--- src/rtl/matrix_pkg.sv ---
// Shared types and the saturating add for the matrix multiplier datapath.
// The MAC selects saturating versus wrapping accumulation with MAC_SATURATE_EN.
package matrix_pkg;

  localparam int PKG_WIDTH_BIT  = 32;
  localparam int PKG_DATA_WIDTH = 16;
  localparam int PKG_ACC_WIDTH  = 40;
  localparam int WIDE           = 64;

  typedef logic        [PKG_WIDTH_BIT-1:0]    idx_t;
  typedef logic signed [PKG_DATA_WIDTH-1:0]   operand_t;
  typedef logic signed [PKG_ACC_WIDTH-1:0]    acc_t;
  typedef logic signed [2*PKG_DATA_WIDTH-1:0] product_t;

  typedef struct packed {
    product_t product;
    idx_t     i;
    idx_t     j;
    logic     first;
    logic     last;
    logic     valid;
  } mac_stage_t;

  // Both operands must already fit in 'width' bits, so the wide sum cannot overflow.
  function automatic logic signed [WIDE-1:0] sat_add(
    input logic signed [WIDE-1:0] a,
    input logic signed [WIDE-1:0] b,
    input int unsigned            width
  );
    logic signed [WIDE-1:0] sum;
    logic signed [WIDE-1:0] max_v;
    logic signed [WIDE-1:0] min_v;
    sum   = a + b;
    max_v = (64'sd1 <<< (width - 1)) - 64'sd1;
    min_v = -max_v - 64'sd1;
    if (sum > max_v) begin
      return max_v;
    end else if (sum < min_v) begin
      return min_v;
    end
    return sum;
  endfunction

endpackage

--- src/rtl/matrix_seq_checker.sv ---
// Tracks the expected row-major (i, j, k) tuple and flags any accepted tuple that deviates.
// After a deviation the expectation follows the received tuple so one glitch reports once.
module matrix_seq_checker
  import matrix_pkg::*;
#(
  parameter int AROWS     = 3,
  parameter int ACOLUMNS  = 3,
  parameter int BCOLUMNS  = 3,
  parameter int WIDTH_BIT = PKG_WIDTH_BIT
) (
  input  logic                 clock,
  input  logic                 nreset,
  input  logic                 accept,
  input  logic [WIDTH_BIT-1:0] in_i,
  input  logic [WIDTH_BIT-1:0] in_j,
  input  logic [WIDTH_BIT-1:0] in_k,
  output logic                 err_seq
);

  localparam logic [WIDTH_BIT-1:0] I_LAST = WIDTH_BIT'(AROWS - 1);
  localparam logic [WIDTH_BIT-1:0] J_LAST = WIDTH_BIT'(BCOLUMNS - 1);
  localparam logic [WIDTH_BIT-1:0] K_LAST = WIDTH_BIT'(ACOLUMNS - 1);
  localparam logic [WIDTH_BIT-1:0] ONE    = WIDTH_BIT'(1);

  logic [WIDTH_BIT-1:0] exp_i_q, exp_i_d;
  logic [WIDTH_BIT-1:0] exp_j_q, exp_j_d;
  logic [WIDTH_BIT-1:0] exp_k_q, exp_k_d;
  logic                 err_q, err_d;
  logic                 mismatch;

  assign mismatch = (in_i != exp_i_q) || (in_j != exp_j_q) || (in_k != exp_k_q);

  always_comb begin
    exp_i_d = exp_i_q;
    exp_j_d = exp_j_q;
    exp_k_d = exp_k_q;
    err_d   = err_q;
    if (accept) begin
      if (mismatch) begin
        err_d = 1'b1;
      end
      // Successor of the received tuple; out-of-range indices wrap like the last one.
      exp_i_d = in_i;
      exp_j_d = in_j;
      exp_k_d = in_k + ONE;
      if (in_k >= K_LAST) begin
        exp_k_d = '0;
        exp_j_d = in_j + ONE;
        if (in_j >= J_LAST) begin
          exp_j_d = '0;
          exp_i_d = in_i + ONE;
          if (in_i >= I_LAST) begin
            exp_i_d = '0;
          end
        end
      end
    end
  end

  always_ff @(posedge clock or negedge nreset) begin
    if (!nreset) begin
      exp_i_q <= '0;
      exp_j_q <= '0;
      exp_k_q <= '0;
      err_q   <= 1'b0;
    end else begin
      exp_i_q <= exp_i_d;
      exp_j_q <= exp_j_d;
      exp_k_q <= exp_k_d;
      err_q   <= err_d;
    end
  end

  assign err_seq = err_q;

endmodule

--- src/rtl/matrix_mac_accumulator.sv ---
// Two-stage multiply-accumulate producing C[i][j] from streamed A[i][k], B[k][j] pairs.
// Define MAC_SATURATE_EN to clamp each accumulate to the signed ACC_WIDTH range.
module matrix_mac_accumulator
  import matrix_pkg::*;
#(
  parameter int AROWS      = 3,
  parameter int ACOLUMNS   = 3,
  parameter int BCOLUMNS   = 3,
  parameter int WIDTH_BIT  = PKG_WIDTH_BIT,
  parameter int DATA_WIDTH = PKG_DATA_WIDTH,
  parameter int ACC_WIDTH  = PKG_ACC_WIDTH
) (
  input  logic                         clock,
  input  logic                         nreset,
  input  logic                         in_valid,
  output logic                         in_ready,
  input  logic [WIDTH_BIT-1:0]         in_i,
  input  logic [WIDTH_BIT-1:0]         in_j,
  input  logic [WIDTH_BIT-1:0]         in_k,
  input  logic signed [DATA_WIDTH-1:0] in_a,
  input  logic signed [DATA_WIDTH-1:0] in_b,
  output logic                         out_valid,
  input  logic                         out_ready,
  output logic [WIDTH_BIT-1:0]         out_i,
  output logic [WIDTH_BIT-1:0]         out_j,
  output logic signed [ACC_WIDTH-1:0]  out_data,
  output logic                         done,
  output logic                         err_seq
);

  localparam logic [WIDTH_BIT-1:0] I_LAST = WIDTH_BIT'(AROWS - 1);
  localparam logic [WIDTH_BIT-1:0] J_LAST = WIDTH_BIT'(BCOLUMNS - 1);
  localparam logic [WIDTH_BIT-1:0] K_LAST = WIDTH_BIT'(ACOLUMNS - 1);

  logic                          stall;
  logic                          accept;
  logic signed [2*DATA_WIDTH-1:0] prod_w;
  logic signed [2*DATA_WIDTH-1:0] prod_s;
  logic signed [ACC_WIDTH-1:0]   prod_ext;
  logic signed [ACC_WIDTH-1:0]   acc_sum;

  mac_stage_t                    p_q, p_d;
  logic signed [ACC_WIDTH-1:0]   acc_q, acc_d;
  logic signed [ACC_WIDTH-1:0]   out_data_q, out_data_d;
  logic [WIDTH_BIT-1:0]          out_i_q, out_i_d;
  logic [WIDTH_BIT-1:0]          out_j_q, out_j_d;
  logic                          out_valid_q, out_valid_d;
  logic                          done_q, done_d;

  // A pending result that is not being taken freezes the whole pipeline.
  assign stall    = out_valid_q && !out_ready;
  assign in_ready = !stall;
  assign accept   = in_valid && in_ready;

  assign prod_w = (2*DATA_WIDTH)'(in_a) * (2*DATA_WIDTH)'(in_b);

  // Stage P: registered product and tuple bookkeeping.
  always_comb begin
    p_d = p_q;
    if (!stall) begin
      p_d.valid = accept;
      if (accept) begin
        p_d.product = prod_w;
        p_d.i       = in_i;
        p_d.j       = in_j;
        p_d.first   = (in_k == '0);
        p_d.last    = (in_k == K_LAST);
      end
    end
  end

  assign prod_s   = p_q.product;
  assign prod_ext = ACC_WIDTH'(prod_s);

`ifdef MAC_SATURATE_EN
  assign acc_sum = ACC_WIDTH'(sat_add(WIDE'(acc_q), WIDE'(prod_ext), ACC_WIDTH));
`else
  assign acc_sum = acc_q + prod_ext;
`endif

  // Stage A: accumulate and publish the finished dot product on the last k.
  always_comb begin
    acc_d       = acc_q;
    out_valid_d = out_valid_q;
    out_data_d  = out_data_q;
    out_i_d     = out_i_q;
    out_j_d     = out_j_q;
    done_d      = out_valid_q && out_ready && (out_i_q == I_LAST) && (out_j_q == J_LAST);
    if (!stall) begin
      out_valid_d = 1'b0;
      if (p_q.valid) begin
        acc_d = p_q.first ? prod_ext : acc_sum;
        if (p_q.last) begin
          out_valid_d = 1'b1;
          out_data_d  = acc_d;
          out_i_d     = p_q.i;
          out_j_d     = p_q.j;
        end
      end
    end
  end

  always_ff @(posedge clock or negedge nreset) begin
    if (!nreset) begin
      p_q         <= '0;
      acc_q       <= '0;
      out_valid_q <= 1'b0;
      out_data_q  <= '0;
      out_i_q     <= '0;
      out_j_q     <= '0;
      done_q      <= 1'b0;
    end else begin
      p_q         <= p_d;
      acc_q       <= acc_d;
      out_valid_q <= out_valid_d;
      out_data_q  <= out_data_d;
      out_i_q     <= out_i_d;
      out_j_q     <= out_j_d;
      done_q      <= done_d;
    end
  end

  matrix_seq_checker #(
    .AROWS     (AROWS),
    .ACOLUMNS  (ACOLUMNS),
    .BCOLUMNS  (BCOLUMNS),
    .WIDTH_BIT (WIDTH_BIT)
  ) u_seq_checker (
    .clock   (clock),
    .nreset  (nreset),
    .accept  (accept),
    .in_i    (in_i),
    .in_j    (in_j),
    .in_k    (in_k),
    .err_seq (err_seq)
  );

  assign out_valid = out_valid_q;
  assign out_data  = out_data_q;
  assign out_i     = out_i_q;
  assign out_j     = out_j_q;
  assign done      = done_q;

endmodule
--- config.mk ---
export PLATFORM = sky130hd
export DESIGN_NAME = matrix_mac_accumulator
export DESIGN_NICKNAME = d
export VERILOG_FILES = /design/src/rtl/matrix_pkg.sv /design/src/rtl/matrix_seq_checker.sv /design/src/rtl/matrix_mac_accumulator.sv
export SDC_FILE = /design/constraint.sdc
export NUM_CORES = 1
export LEC_CHECK = 0
export CAP_MARGIN = 0
export CORE_MARGIN = 2
export CORE_UTILIZATION = 50
export DETAILED_ROUTE_END_ITERATION = 8
export GPL_TIMING_DRIVEN = 1
export PLACE_DENSITY = 0.75
export SYNTH_ARGS = -nofsm -noshare
export SYNTH_HDL_FRONTEND = slang
export SYNTH_SLANG_ARGS = --single-unit
--- constraint.sdc ---
create_clock -name clock -period 3.25 [get_ports clock]
set_input_delay 0.65 -clock clock [delete_from_list [all_inputs] [get_ports clock]]
set_output_delay 0.65 -clock clock [all_outputs]
set_load 0.01 [all_outputs]
# ---- After elaboration in Yosys (flattened, before gate mapping)
# Cells that the tools add are included.
dict set report totals {
  register_bits 342
  input_bits 132
  output_inout_bits 108
  word_cells 54
}
dict set report classes {
  n_addsub 4
  n_mul 1
  order_cmp 3
  eq_ne 6
  muxes 9
  bitwise 1
  n_reduce_logical 14
}
# cell count
set ops {}
lappend ops {{$mux 32} 6}
lappend ops {{$add 32x1->32 const B} 3}
lappend ops {{$eq 32x2->1 const B} 3}
lappend ops {{$ge 32x2->1 const B} 3}
lappend ops {{$ne 32x32->1} 3}
lappend ops {{$add 40x32->40} 1}
lappend ops {{$mux 40} 1}
lappend ops {{$logic_not 32->1} 1}
lappend ops {{$mul 16x16->32} 1}
lappend ops {{$reduce_and 2->1} 3}
lappend ops {{$logic_and 1x1->1} 5}
lappend ops {{$reduce_and 3->1} 1}
lappend ops {{$logic_not 1->1} 2}
lappend ops {{$logic_or 1x1->1} 2}
lappend ops {{$mux 1} 2}
lappend ops {{$not 1->1} 1}

# ---- Depth between registers and ports, before layout
dict set report depth {
  depth_word 5
  mapped_depth 25
  depth_no_buf 24
}

# ---- Hierarchy
# From an unflattened synthesis, not the netlist that was laid out.
dict set report unflattened {
  cells_unflattened 2830
  area_unflattened_um2 26975.9
}
# module n_inst cells_each area_per_inst_um2 seq_area_each_um2
set modules_own_cells {}
lappend modules_own_cells {matrix_mac_accumulator 1 2272 21356.7 6130.9}
lappend modules_own_cells {matrix_seq_checker 1 558 5619.1 2427.3}

# ---- Least setup slack after synthesis
# No wires, ideal clock.
dict set report synth_path {
  path_kind {input to register}
  startpoint {input in_b[15]}
  endpoint {register p_q (netlist bit prod_s[30])}
  setup_time_ns 0.132
  t_arrival_ns 6.416
  required_time_ns 3.118
  path_slack_ns -3.297
  cell_stages 21
  path_buffers 1
  path_cell_list {inv_1 -> clkbuf_1 -> nor2_1 -> fa_1 -> fa_1 -> fa_1 -> fa_1 -> fa_1 -> inv_1 -> fa_1 -> inv_1 -> ha_1 -> a21o_1 -> a21o_1 -> a21oi_1 -> o21ai_0 -> a221o_1 -> a211o_1 -> o31ai_2 -> nor4b_1 -> or3b_1}
}
dict set report synth_via {
  elab_chain_len 1
}
# element line_no
set synth_rtl {}
lappend synth_rtl {{start, declared} matrix_mac_accumulator.sv:21} ;# input logic signed [DATA_WIDTH-1:0] in_b,
lappend synth_rtl {{$mul 16x16->32} matrix_mac_accumulator.sv:55} ;# assign prod_w = (2*DATA_WIDTH)'(in_a) * (2*DATA_WIDTH)'(in_b);
lappend synth_rtl {{end signal, assigned} matrix_mac_accumulator.sv:113} ;# p_q <= p_d;
lappend synth_rtl {{end, declared} matrix_mac_accumulator.sv:42} ;# mac_stage_t p_q, p_d;
# Every way passes these cells.
# A chain may end at the register's enable or synchronous reset.

# ---- Final worst setup path
dict set report layout_path {
  startpoint {input in_b[5]}
  endpoint {register p_q (netlist bit prod_s[30])}
}
# The elaborated chain is that of the path after synthesis.

==> out/qor.yml <==
synth_nets: 3537
crit_arrival_ns: 6.65
cts_htree_levels: 2
min_period_ns: 6.218
vias: 24051
slowest_delay_ns: 0.55
hp-class: "in2async"
cpLargestDelayFamily: "adder cells"
outcome: "finished with violations"
cts_max_path_buffers: 3
first_iter_violations: 2415
hpwl_um: 62760
synthCells: 3014
clock-root-buffer: "clkbuf_16"
worst-setup-path-type: "in2reg"
syn_avg_cell_area_um2: 8.911
syn2layout_area_growth_pct: 32.58
largest_reg_flops: 67
worstRegToRegCells: 12
grt_pass1_wl_um: 133500
vias_per_cell: 5.612
failed_checks: "setup timing"
ys_seq_elements: 342
ys_seq_area_frac: 0.3186
coreArea_um2: 52870
cp_slowest_cell: "fa_2"
regMostFlops: "p_q"
clk_latency_ns: 0.57
post-route-util: 0.6736
io_buffer_count: 239
final_cells: 4286
overflow: 0
numCtsBuffers: 37
start_kind: "input pin"
synth_edf_count: 0
fin_crit_sh: 1.913
layout_setup_ws_ns: -2.968
drt_wl_total_um: 85390
ant_nets: 0
syn_area_um2: 26860
tightest_slew_ns: 0.8695
fmax_ghz: 0.1608
die_h_um: 235.8
grtUsageTotal: 0.3015
slew_violations: 0
post-place-cells: 4115
cp.depth: 23
post-place-ws_ns: -3.880
dr.pass1.iters: 6
drc: 0
start_util: 0.5080
synth_top_cell_by_area: "dfrtp_1"
holdBufCountCts: 0
clk_pin_slew_ns: 0.06
core.rowCount: 84
slew_headroom: 0.4150
end_kind: "register"
worstPathCellList: "buf_8 -> bufbuf_16 -> and2_4 -> fa_2 -> inv_2 -> fa_2 -> fa_2 -> inv_2 -> fa_2 -> fa_1 -> inv_1 -> fa_1 -> inv_2 -> ha_4 -> a211o_1 -> a21oi_2 -> o2bb2ai_2 -> a31oi_2 -> a221o_1 -> a211o_1 -> o31ai_4 -> nor4b_2 -> or3b_1"
cts_sinks: 342
ys_types: 68
crit_buf_inv: 6
finClkSkew_ns: 0.03301
ys_warn_count: 0
cts_tree: "done"
grt_max_degree: 71
ys.flop_type: "dfrtp_1"
dieArea_um2: 55590
gp_congestion: 0.9758
fin_tns_setup_ns: -56.58
grt_pass1_vias: 24537
crit_fanout: 5
die_x_um: 235.8
ys_async_sr_fraction: 1.000
rsz0062_at_grt: "true"
crit_top_cell: "fa_2"
synth_area_leaders: "dfrtp_1 32%, fa_1 20%, nand2_1 10%, ha_1 6.0%, inv_1 5.1%"
setup_viol: 27
drive_above_1_share: 0.2149
num_io_pins: 240
finalHoldViolCount: 0
fin_nets: 4086
required_ns: 3.68
cap_viol_max_count: 0
antenna_found_initial: 6
wl_per_cell_um: 19.92
synth.top_cell.area_share: 0.3186
[layout make-up]
type,instances,area (µm²)
multi-input cells,2180,17630
fillers,3933,17260
flip-flops and latches,342,8559
repair buffers,637,5956
inverters,365,1373
clock buffers,59,1140
well taps,688,860.8
clock inverters,9,78.83
diodes,6,15.01
[per-stage QoR]
step,hold slack [ns],cell area [µm²]
floorplan,0.3544,27310
global placement,0.4473,32420
detailed placement,0.4503,32420
CTS,0.08017,35140
global route,0.09592,35610
finish,0.06972,35610
[placed cells by master (no fill, tap or decap), types with 11 or more instances in the layout]
master	synthesis	final
o211ai_1	12	12
a21oi_2	0	15
nand2b_1	15	13
nor2_1	82	75
o31ai_1	15	13
clkdlybuf4s50_1	0	207
dfrtp_1	342	341
ha_1	128	93
buf_2	1	11
fa_2	0	30
nand2_1	715	687
nor3_1	25	25
and2_4	0	43
a31oi_1	23	22
mux2i_1	11	11
buf_12	0	21
and2_1	153	109
clkbuf_8	0	11
clkbuf_16	0	38
nand4_1	31	31
o21ai_0	142	121
nor4_1	56	56
buf_4	0	299
a21oi_1	107	89
a21o_1	19	19
inv_1	365	308
a211oi_1	14	11
nand3_1	29	28
xor2_1	94	89
and3_1	31	29
nand2_2	0	18
inv_2	0	56
fa_1	263	233
o21ai_1	33	45
buf_6	0	81
ha_4	0	30
xnor2_1	68	59
[per-layer routing]
layer | track usage | routed length (µm) | vias to the layer above
met5 | 0 | 0 | -
met4 | 0.09052 | 2731 | 0
met3 | 0.05219 | 6929 | 205
met2 | 0.4819 | 39340 | 1084
met1 | 0.4227 | 36390 | 11954
li1 | - | - | 10808
[cells by family (layout without fill, tap and decap cells)]
group / count (synthesis) / after routing / share of synthesized area
compound gates: 424 / 424 / 0.09420
fa+ha+maj: 391 / 391 / 0.2557
flops: 342 / 342 / 0.3186
other cells: 0 / 6 / 0
simple gates: 1182 / 1182 / 0.2016
mux: 21 / 21 / 0.008292
xor+xnor: 162 / 162 / 0.05283
buf+inv: 492 / 1070 / 0.06881
[synth_stat cells (6+ instances only)]
cell type and count:
mux2i_1 11, o21bai_1 9, and4_1 9, o21ai_1 33, nor4b_1 6, nor2b_1 6, ha_1 128, o21ai_0 142
o21a_1 10, xor2_1 94, nand4b_1 6, a31oi_1 23, fa_1 263, o31ai_1 15, a21o_1 19, a21oi_1 107
a211oi_1 14, clkbuf_1 119, nor2_1 82, nand2_1 715, nor3_1 25, nor4_1 56, nand4_1 31, nand3_1 29
buf_1 7, nand2b_1 15, mux2_2 10, o211ai_1 12, dfrtp_1 342, xnor2_1 68, inv_1 365, and2_1 153
and3_1 31, a41oi_1 9
[repair_timing]
| action | 4_1_cts | 5_1_grt |
|---|---|---|
| endpoints found under the hold margin | 0 | 0 |
| setup endpoints to repair | 31 | 41 |
| cloned | 6 | 0 |
| pin swaps | 191 | 106 |
| resized for setup | 356 | 123 |
| buffers inserted | 86 | 21 |
[worst register-to-register path, stage by stage (launching register included)]
cell      delay [ns]
dfrtp_1         0.37
ha_1            0.22
inv_1           0.07
fa_1            0.40
nand2b_1        0.20
a21oi_2         0.19
o221ai_2        0.18
a211oi_2        0.38
o21ai_2         0.12
a31oi_1         0.22
o21ai_1         0.17
or4_1           0.43
nand3_1         0.11
[path summary, 6_finish.rpt]
check / start / slack [ns] / end
min in group clock: p_q[66]$_DFFE_PN0P_ / 0.47 / out_i[31]$_DFFE_PN0P_
max in group asynchronous: nreset / 2.33 / prod_s[31]$_DFFE_PN0P_
worst min register to register: p_q[66]$_DFFE_PN0P_ / 0.47 / out_i[31]$_DFFE_PN0P_
worst max register to register: prod_s[0]$_DFFE_PN0P_ / 0.13 / out_data[38]$_DFFE_PN0P_
worst min-delay path: nreset / 0.07 / out_i[7]$_DFFE_PN0P_
worst max-delay path: in_b[5] / -2.97 / prod_s[30]$_DFFE_PN0P_
Power is not shown: default switching activity piles up to over one toggle a cycle in this logic, so the estimate is an artifact.
